===== src/rtl/dmem_arb_pkg.sv =====
// Shared types for the data-memory arbiter: arbiter states, port owner and the memory request
// bundle used by both masters and the memory side.
package dmem_arb_pkg;

  localparam int unsigned DMEM_DATA_W = 32;
  localparam int unsigned DMEM_ADDR_W = 9;
  localparam logic [2:0]  FUNCT3_WORD = 3'b010;

  typedef enum logic {
    CORE_PRI,
    EXT_FORCE
  } arb_state_e;

  typedef enum logic [1:0] {
    OWN_NONE,
    OWN_CORE,
    OWN_EXT
  } owner_e;

  typedef struct packed {
    logic                   rd;
    logic                   wr;
    logic [DMEM_ADDR_W-1:0] addr;
    logic [DMEM_DATA_W-1:0] wdata;
    logic [2:0]             funct3;
  } dmem_req_t;

endpackage


===== src/rtl/dmem_arbiter_if.sv =====
// Signal bundle between the MEM stage, the ext debug/loader master, the data memory and the
// arbiter. The arbiter takes the slave view; the surrounding system drives the master view.
interface dmem_arbiter_if #(
  parameter int unsigned DATA_W     = 32,
  parameter int unsigned DM_ADDRESS = 9
) ();

  logic                  core_rd;
  logic                  core_wr;
  logic [DM_ADDRESS-1:0] core_addr;
  logic [DATA_W-1:0]     core_wdata;
  logic [2:0]            core_funct3;
  logic                  core_stall;
  logic [DATA_W-1:0]     core_rdata;

  logic                  ext_req;
  logic                  ext_we;
  logic [DM_ADDRESS-1:0] ext_addr;
  logic [DATA_W-1:0]     ext_wdata;
  logic                  ext_gnt;
  logic                  ext_rvalid;
  logic [DATA_W-1:0]     ext_rdata;

  logic                  mem_rd;
  logic                  mem_wr;
  logic [DM_ADDRESS-1:0] mem_addr;
  logic [DATA_W-1:0]     mem_wdata;
  logic [2:0]            mem_funct3;
  logic [DATA_W-1:0]     mem_rdata;

  modport slave (
    input  core_rd, core_wr, core_addr, core_wdata, core_funct3,
    output core_stall, core_rdata,
    input  ext_req, ext_we, ext_addr, ext_wdata,
    output ext_gnt, ext_rvalid, ext_rdata,
    output mem_rd, mem_wr, mem_addr, mem_wdata, mem_funct3,
    input  mem_rdata
  );

  modport master (
    output core_rd, core_wr, core_addr, core_wdata, core_funct3,
    input  core_stall, core_rdata,
    output ext_req, ext_we, ext_addr, ext_wdata,
    input  ext_gnt, ext_rvalid, ext_rdata,
    input  mem_rd, mem_wr, mem_addr, mem_wdata, mem_funct3,
    output mem_rdata
  );

endinterface


===== src/rtl/dmem_req_mux.sv =====
// Owner-select mux onto the memory port. With no owner the core fields still pass through so
// the address/data lines stay quiet, but both strobes are forced low.
module dmem_req_mux
  import dmem_arb_pkg::*;
(
  input  owner_e    owner_i,
  input  dmem_req_t core_req_i,
  input  dmem_req_t ext_req_i,
  output dmem_req_t mem_req_o
);

  always_comb begin
    mem_req_o = core_req_i;
    unique case (owner_i)
      OWN_CORE: mem_req_o = core_req_i;
      OWN_EXT:  mem_req_o = ext_req_i;
      default: begin
        mem_req_o.rd = 1'b0;
        mem_req_o.wr = 1'b0;
      end
    endcase
  end

endmodule


===== src/rtl/dmem_arbiter.sv =====
// Shares the data-memory port between the MEM stage (priority) and an ext master, with a
// starvation counter that steals one cycle from the core after MAX_WAIT blocked ext cycles.
module dmem_arbiter
  import dmem_arb_pkg::*;
#(
  parameter int unsigned DATA_W     = DMEM_DATA_W,
  parameter int unsigned DM_ADDRESS = DMEM_ADDR_W,
  parameter int unsigned MAX_WAIT   = 4,
  parameter int unsigned CNT_W      = 4
) (
  input logic           clk,
  input logic           reset,
  dmem_arbiter_if.slave bus
);

  // The request struct has fixed widths; refuse to elaborate against a mismatched bus.
  if (DATA_W != DMEM_DATA_W || DM_ADDRESS != DMEM_ADDR_W) begin : g_width_chk
    $error("dmem_arbiter: bus widths must match dmem_arb_pkg");
  end

  arb_state_e        state_q;
  logic [CNT_W-1:0]  wcnt_q;
  logic              ext_rvalid_q;
  logic [DATA_W-1:0] ext_rdata_q;

  logic      core_act;
  logic      contested;
  logic      at_limit;
  logic      ext_gnt;
  owner_e    owner;
  dmem_req_t core_req;
  dmem_req_t ext_req;
  dmem_req_t mem_req;

  assign core_act  = bus.core_rd | bus.core_wr;
  assign contested = (state_q == CORE_PRI) & core_act & bus.ext_req;
  assign at_limit  = (wcnt_q == CNT_W'(MAX_WAIT - 1));

  always_comb begin
    owner = OWN_NONE;
    if (state_q == EXT_FORCE) begin
      if (bus.ext_req) owner = OWN_EXT;
    end else if (core_act) begin
      owner = OWN_CORE;
    end else if (bus.ext_req) begin
      owner = OWN_EXT;
    end
  end

  assign ext_gnt = (owner == OWN_EXT);

  assign core_req = '{rd:     bus.core_rd,
                      wr:     bus.core_wr,
                      addr:   bus.core_addr,
                      wdata:  bus.core_wdata,
                      funct3: bus.core_funct3};

  assign ext_req  = '{rd:     ~bus.ext_we,
                      wr:     bus.ext_we,
                      addr:   bus.ext_addr,
                      wdata:  bus.ext_wdata,
                      funct3: FUNCT3_WORD};

  dmem_req_mux u_req_mux (
    .owner_i    (owner),
    .core_req_i (core_req),
    .ext_req_i  (ext_req),
    .mem_req_o  (mem_req)
  );

  // Forced slot lasts exactly one cycle; any non-contested cycle clears the wait count.
  always_ff @(posedge clk) begin
    if (reset) begin
      state_q      <= CORE_PRI;
      wcnt_q       <= '0;
      ext_rvalid_q <= 1'b0;
      ext_rdata_q  <= '0;
    end else begin
      state_q <= CORE_PRI;
      wcnt_q  <= '0;
      if (contested) begin
        if (at_limit) state_q <= EXT_FORCE;
        else          wcnt_q  <= wcnt_q + CNT_W'(1);
      end
      ext_rvalid_q <= ext_gnt & ~bus.ext_we;
      if (ext_gnt & ~bus.ext_we) ext_rdata_q <= bus.mem_rdata;
    end
  end

  assign bus.ext_gnt    = ext_gnt;
  assign bus.core_stall = (state_q == EXT_FORCE) & core_act;
  assign bus.core_rdata = bus.mem_rdata;
  assign bus.ext_rvalid = ext_rvalid_q;
  assign bus.ext_rdata  = ext_rdata_q;
  assign bus.mem_rd     = mem_req.rd;
  assign bus.mem_wr     = mem_req.wr;
  assign bus.mem_addr   = mem_req.addr;
  assign bus.mem_wdata  = mem_req.wdata;
  assign bus.mem_funct3 = mem_req.funct3;

endmodule


===== src/flat_wrapper.sv =====
// flat-port wrapper written by rule: the top's interface ports become plain ports
module dmem_arbiter_flat import dmem_arb_pkg::*;
#(
  parameter int unsigned DATA_W     = DMEM_DATA_W,
  parameter int unsigned DM_ADDRESS = DMEM_ADDR_W,
  parameter int unsigned MAX_WAIT   = 4,
  parameter int unsigned CNT_W      = 4
)
  (clk, reset, bus_core_rd, bus_core_wr, bus_core_addr, bus_core_wdata, bus_core_funct3, bus_core_stall, bus_core_rdata, bus_ext_req, bus_ext_we, bus_ext_addr, bus_ext_wdata, bus_ext_gnt, bus_ext_rvalid, bus_ext_rdata, bus_mem_rd, bus_mem_wr, bus_mem_addr, bus_mem_wdata, bus_mem_funct3, bus_mem_rdata);
  dmem_arbiter_if #(.DATA_W(DATA_W), .DM_ADDRESS(DM_ADDRESS)) bus_i ();
  input logic clk;
  input logic reset;
  input wire logic [$bits(bus_i.core_rd)-1:0] bus_core_rd;
  input wire logic [$bits(bus_i.core_wr)-1:0] bus_core_wr;
  input wire logic [$bits(bus_i.core_addr)-1:0] bus_core_addr;
  input wire logic [$bits(bus_i.core_wdata)-1:0] bus_core_wdata;
  input wire logic [$bits(bus_i.core_funct3)-1:0] bus_core_funct3;
  output wire logic [$bits(bus_i.core_stall)-1:0] bus_core_stall;
  output wire logic [$bits(bus_i.core_rdata)-1:0] bus_core_rdata;
  input wire logic [$bits(bus_i.ext_req)-1:0] bus_ext_req;
  input wire logic [$bits(bus_i.ext_we)-1:0] bus_ext_we;
  input wire logic [$bits(bus_i.ext_addr)-1:0] bus_ext_addr;
  input wire logic [$bits(bus_i.ext_wdata)-1:0] bus_ext_wdata;
  output wire logic [$bits(bus_i.ext_gnt)-1:0] bus_ext_gnt;
  output wire logic [$bits(bus_i.ext_rvalid)-1:0] bus_ext_rvalid;
  output wire logic [$bits(bus_i.ext_rdata)-1:0] bus_ext_rdata;
  output wire logic [$bits(bus_i.mem_rd)-1:0] bus_mem_rd;
  output wire logic [$bits(bus_i.mem_wr)-1:0] bus_mem_wr;
  output wire logic [$bits(bus_i.mem_addr)-1:0] bus_mem_addr;
  output wire logic [$bits(bus_i.mem_wdata)-1:0] bus_mem_wdata;
  output wire logic [$bits(bus_i.mem_funct3)-1:0] bus_mem_funct3;
  input wire logic [$bits(bus_i.mem_rdata)-1:0] bus_mem_rdata;
  assign bus_i.core_rd = bus_core_rd;
  assign bus_i.core_wr = bus_core_wr;
  assign bus_i.core_addr = bus_core_addr;
  assign bus_i.core_wdata = bus_core_wdata;
  assign bus_i.core_funct3 = bus_core_funct3;
  assign bus_core_stall = bus_i.core_stall;
  assign bus_core_rdata = bus_i.core_rdata;
  assign bus_i.ext_req = bus_ext_req;
  assign bus_i.ext_we = bus_ext_we;
  assign bus_i.ext_addr = bus_ext_addr;
  assign bus_i.ext_wdata = bus_ext_wdata;
  assign bus_ext_gnt = bus_i.ext_gnt;
  assign bus_ext_rvalid = bus_i.ext_rvalid;
  assign bus_ext_rdata = bus_i.ext_rdata;
  assign bus_mem_rd = bus_i.mem_rd;
  assign bus_mem_wr = bus_i.mem_wr;
  assign bus_mem_addr = bus_i.mem_addr;
  assign bus_mem_wdata = bus_i.mem_wdata;
  assign bus_mem_funct3 = bus_i.mem_funct3;
  assign bus_i.mem_rdata = bus_mem_rdata;
  dmem_arbiter #(.DATA_W(DATA_W), .DM_ADDRESS(DM_ADDRESS), .MAX_WAIT(MAX_WAIT), .CNT_W(CNT_W)) u_core (.clk(clk), .reset(reset), .bus(bus_i));
endmodule

===== config.mk =====
export PLATFORM = sky130hd
export DESIGN_NAME = dmem_arbiter_flat
export DESIGN_NICKNAME = d
export VERILOG_FILES = /design/src/rtl/dmem_arb_pkg.sv /design/src/rtl/dmem_arbiter_if.sv /design/src/rtl/dmem_req_mux.sv /design/src/rtl/dmem_arbiter.sv /design/src/flat_wrapper.sv
export SDC_FILE = /design/constraint.sdc
export NUM_CORES = 1
export LEC_CHECK = 0
export ABC_CLOCK_PERIOD_IN_PS = 3400
export BUFFER_PORTS_ARGS = -buffer_cell sky130_fd_sc_hd__clkbuf_2
export CAP_MARGIN = 5
export CORE_AREA = 2 2 92 94
export CTS_CLUSTER_DIAMETER = 120
export DETAILED_ROUTE_END_ITERATION = 10
export DIE_AREA = 0 0 94 96
export PLACE_DENSITY = 0.66
export SETUP_SLACK_MARGIN = 0.15
export SYNTH_ARGS = -nofsm -noshare
export SYNTH_HDL_FRONTEND = slang
export SYNTH_SLANG_ARGS = --single-unit
export TNS_END_PERCENT = 50

===== constraint.sdc =====
create_clock -name clk -period 3.4 [get_ports clk]
set_input_delay 1.02 -clock clk [delete_from_list [all_inputs] [get_ports clk]]
set_output_delay 1.02 -clock clk [all_outputs]
set_load 0.05 [all_outputs]

==> impl_metrics.env <==
export IMPL_portBuffers=235
export IMPL_p_comb_share_pct=40.0
export IMPL_path_cells="buf_6 > o21bai_4 > and2_4 > ha_4 > buf_12 > mux2_4 > buf_2"
export IMPL_setup_tns_ns=0
export IMPL_crit_type="input pin to output port"
export IMPL_grt_pass1_vias=2251
export IMPL_drtAntennaViolNets=0
export IMPL_hold_path_class="flop to flop"
export IMPL_cts_clk_slew_worst_paths_ns=0.08
export IMPL_crit_path_top_delay_cell="mux2_4"
export IMPL_grt_max_degree=34
export IMPL_fp_dieH_um=96
export IMPL_antenna_found_initial=0
export IMPL_io_pin_count=236
export IMPL_p_per_area_mw_per_mm2=317.8
export IMPL_cts_root_buf="clkbuf_8"
export IMPL_synth_top_cells_by_area="dfxtp_1 (35%), mux2_2 (21%), buf_4 (12%)"
export IMPL_layout_setup_ws_ns=0.02552
export IMPL_min_period_ns=3.374
export IMPL_vias=2515
export IMPL_finalClockSkew_ns=0.003326
export IMPL_async_flop_share_pct=0
export IMPL_whs_ns=0.4560
export IMPL_synth_edff_count=0
export IMPL_viasPerCell=4.412
export IMPL_synth_cell_types=23
export IMPL_clk_latency_ns=0.28
export IMPL_synth_ff_type="dfxtp_1"
export IMPL_cp_arrival_ns=2.35
export IMPL_synth_nets=382
export IMPL_critical_path_startpoint_type="input pin"
export IMPL_coreArea_sq_mm=0.008051
export IMPL_busiest_layer="met2"
export IMPL_wire_per_inst_um=15.56
export IMPL_syn_inst=255
export IMPL_reg2reg_slack_ns=1.56
export IMPL_synth_area_sq_mm=0.002178
export IMPL_grtUsageMet2_pct=28.75
export IMPL_synth_seq_cells=38
export IMPL_p_switching_uw=472.9
export IMPL_cp_top_family="buffers and inverters"
export IMPL_seqCellArea_sq_um=760.7
export IMPL_num_nets_final=591
export IMPL_rows=33
export IMPL_cts_made_buffers=5
export IMPL_final_util_pct=50.52
export IMPL_setup_viol=0
export IMPL_ir_worst_vdd_mv=0.2136
export IMPL_p_sw_share_pct=36.57
export IMPL_antenna_cells=0
export IMPL_fmax_mhz=296.3
export IMPL_drive_gt1_share_pct=67.53
export IMPL_start_util_pct=27.06
export IMPL_ys_top_cells_by_count="nand2_1 (65), mux2_2 (41), dfxtp_1 (38)"
export IMPL_tritoncts="built"
export IMPL_leakagePower_uw=0.002027
export IMPL_slowest_delay_ns=0.31
export IMPL_synthDominantCellAreaShare_pct=34.92
export IMPL_synth_top_area_cell="dfxtp_1"
export IMPL_clockBufferDepth=2
export IMPL_dp_hpwl_um=6799
export IMPL_grtUsageTotal_pct=16.38
export IMPL_cap_violations=0
export IMPL_p_total_uw=1293
export IMPL_status="finished clean"
export IMPL_met1_usage_pct=18.43
export IMPL_clockPowerShare_pct=25.2
export IMPL_relSlewSlack_pct=75.49
export IMPL_multi_input_area_sq_mm=0.001291
export IMPL_cts_sinks=38
export IMPL_path_max_fanout=15
export IMPL_grt_pass1_wl_um=11430
export IMPL_place_congestion=0.8109
export IMPL_drcViolationCount=0
export IMPL_die_w_um=94
export IMPL_grt_util_met3_pct=5.873
export IMPL_routed_wl_um=8872
export IMPL_tightest_slew_ns=0.3677
export IMPL_fillers=757
export IMPL_synth_seq_area_share_pct=34.92
export IMPL_critical_path_required_ns=2.38
export IMPL_fin_crit_sh_pct=99.25
export IMPL_finalHoldViolCount=0
export IMPL_avgSynthCellArea_sq_um=8.543
export IMPL_pwr_share_seq_pct=34.9
export IMPL_rsz0062_at_grt="yes"
export IMPL_endpoint_kind="output port"
export IMPL_area_growth_pct=86.73
export IMPL_maxSlewViolCount=0
export IMPL_first_iter_violations=54
export IMPL_dieArea_sq_mm=0.009024
export IMPL_crit_buf_inv=3
export IMPL_grt_ovfl_total=0
export IMPL_htreeDepth=2
export IMPL_drtPass1Iterations=4
export IMPL_p_int_uw=820.0
export IMPL_synth_most_common_cell="nand2_1"
export IMPL_yosysWarnings=0
export IMPL_pre_cts_ws_ns=0.0009188
power by group through the flow:
stage | registers [uW] | clock network [uW] | logic [uW]
after floorplan | 471 | 0 | 305
after global placement | 461 | 0 | 442
after detailed placement | 461 | 0 | 442
after CTS | 451 | 344 | 457
after global routing | 451 | 369 | 535
final | 451 | 326 | 517
cell families after synthesis:
kind of cell	synth area share [%]
buffers and inverters	15.34
AOI/OAI and AO/OA	9.363
muxes	21.19
and+or+nand+nor	16.49
adders and majority gates	2.298
DFF	34.92
xor gates and xnor gates	0.4021
layout by cell type (no fill, tap or decap), types with 4 or more instances in the layout:
cell	count
nand2_1	65
mux2_4	40
dfxtp_1	38
buf_6	4
buf_4	14
buf_8	29
clkbuf_2	187
clkbuf_8	6
nor2_1	4
a21oi_1	33
buf_12	9
buf_2	6
worst reg2reg max path, cell delays in order (launching register included):
cell and delay [ns]:
dfxtp_1 0.32, o21bai_4 0.17, buf_4 0.15, buf_4 0.14, ha_1 0.22, nand2b_1 0.15, buf_4 0.35, nand2_1 0.12
a21oi_1 0.16
state kept, by name, summed over array words and instances, names as in the netlist:
register	count
u_core.wcnt_q	4
u_core.bus.ext_rvalid	1
u_core.bus.ext_rdata	32
u_core.state_q	1
timing repair:
item | in CTS | in global routing
gates cloned | 0 | 2
gates resized for setup | 32 | 132
endpoints found under the setup margin | 42 | 46
hold buffers | 0 | 0
buffers inserted | 1 | 0
area by class of cell:
| type | instances | share of cell area (%) |
|---|---|---|
| repair buffers | 251 | 43.80 |
| multi-input cells | 166 | 31.74 |
| inverters | 2 | 0.1846 |
| flip-flops and latches | 38 | 18.70 |
| well taps | 105 | 3.230 |
| clock buffers | 6 | 2.030 |
| clock inverters | 2 | 0.3076 |
final timing paths:
path,startpoint,end,cells after the start
worst max-delay path,bus_core_wr,bus_mem_addr[7],7
worst min-delay path,u_core.bus.ext_rdata[24],u_core.bus.ext_rdata[24],2
worst max register to register,u_core.state_q,u_core.bus.ext_rdata[19],8
worst min register to register,u_core.bus.ext_rdata[24],u_core.bus.ext_rdata[24],2
stage by stage:
stage | cells | instance area, sq um
2_1_floorplan | 255 | 2377
3_3_place_gp | 559 | 3516
3_5_place_dp | 559 | 3516
4_1_cts | 568 | 3710
5_1_grt | 570 | 4068
6_report | 570 | 4068
layer usage:
layer	wire, um	up-vias	share of wire (%)
li1	-	1226	-
met2	4402	147	50
met4	231	0	2.6
met1	3314	1128	37
met3	924	14	10
met5	0	-	0
No activity file was read; power rests on OpenSTA's default activity.
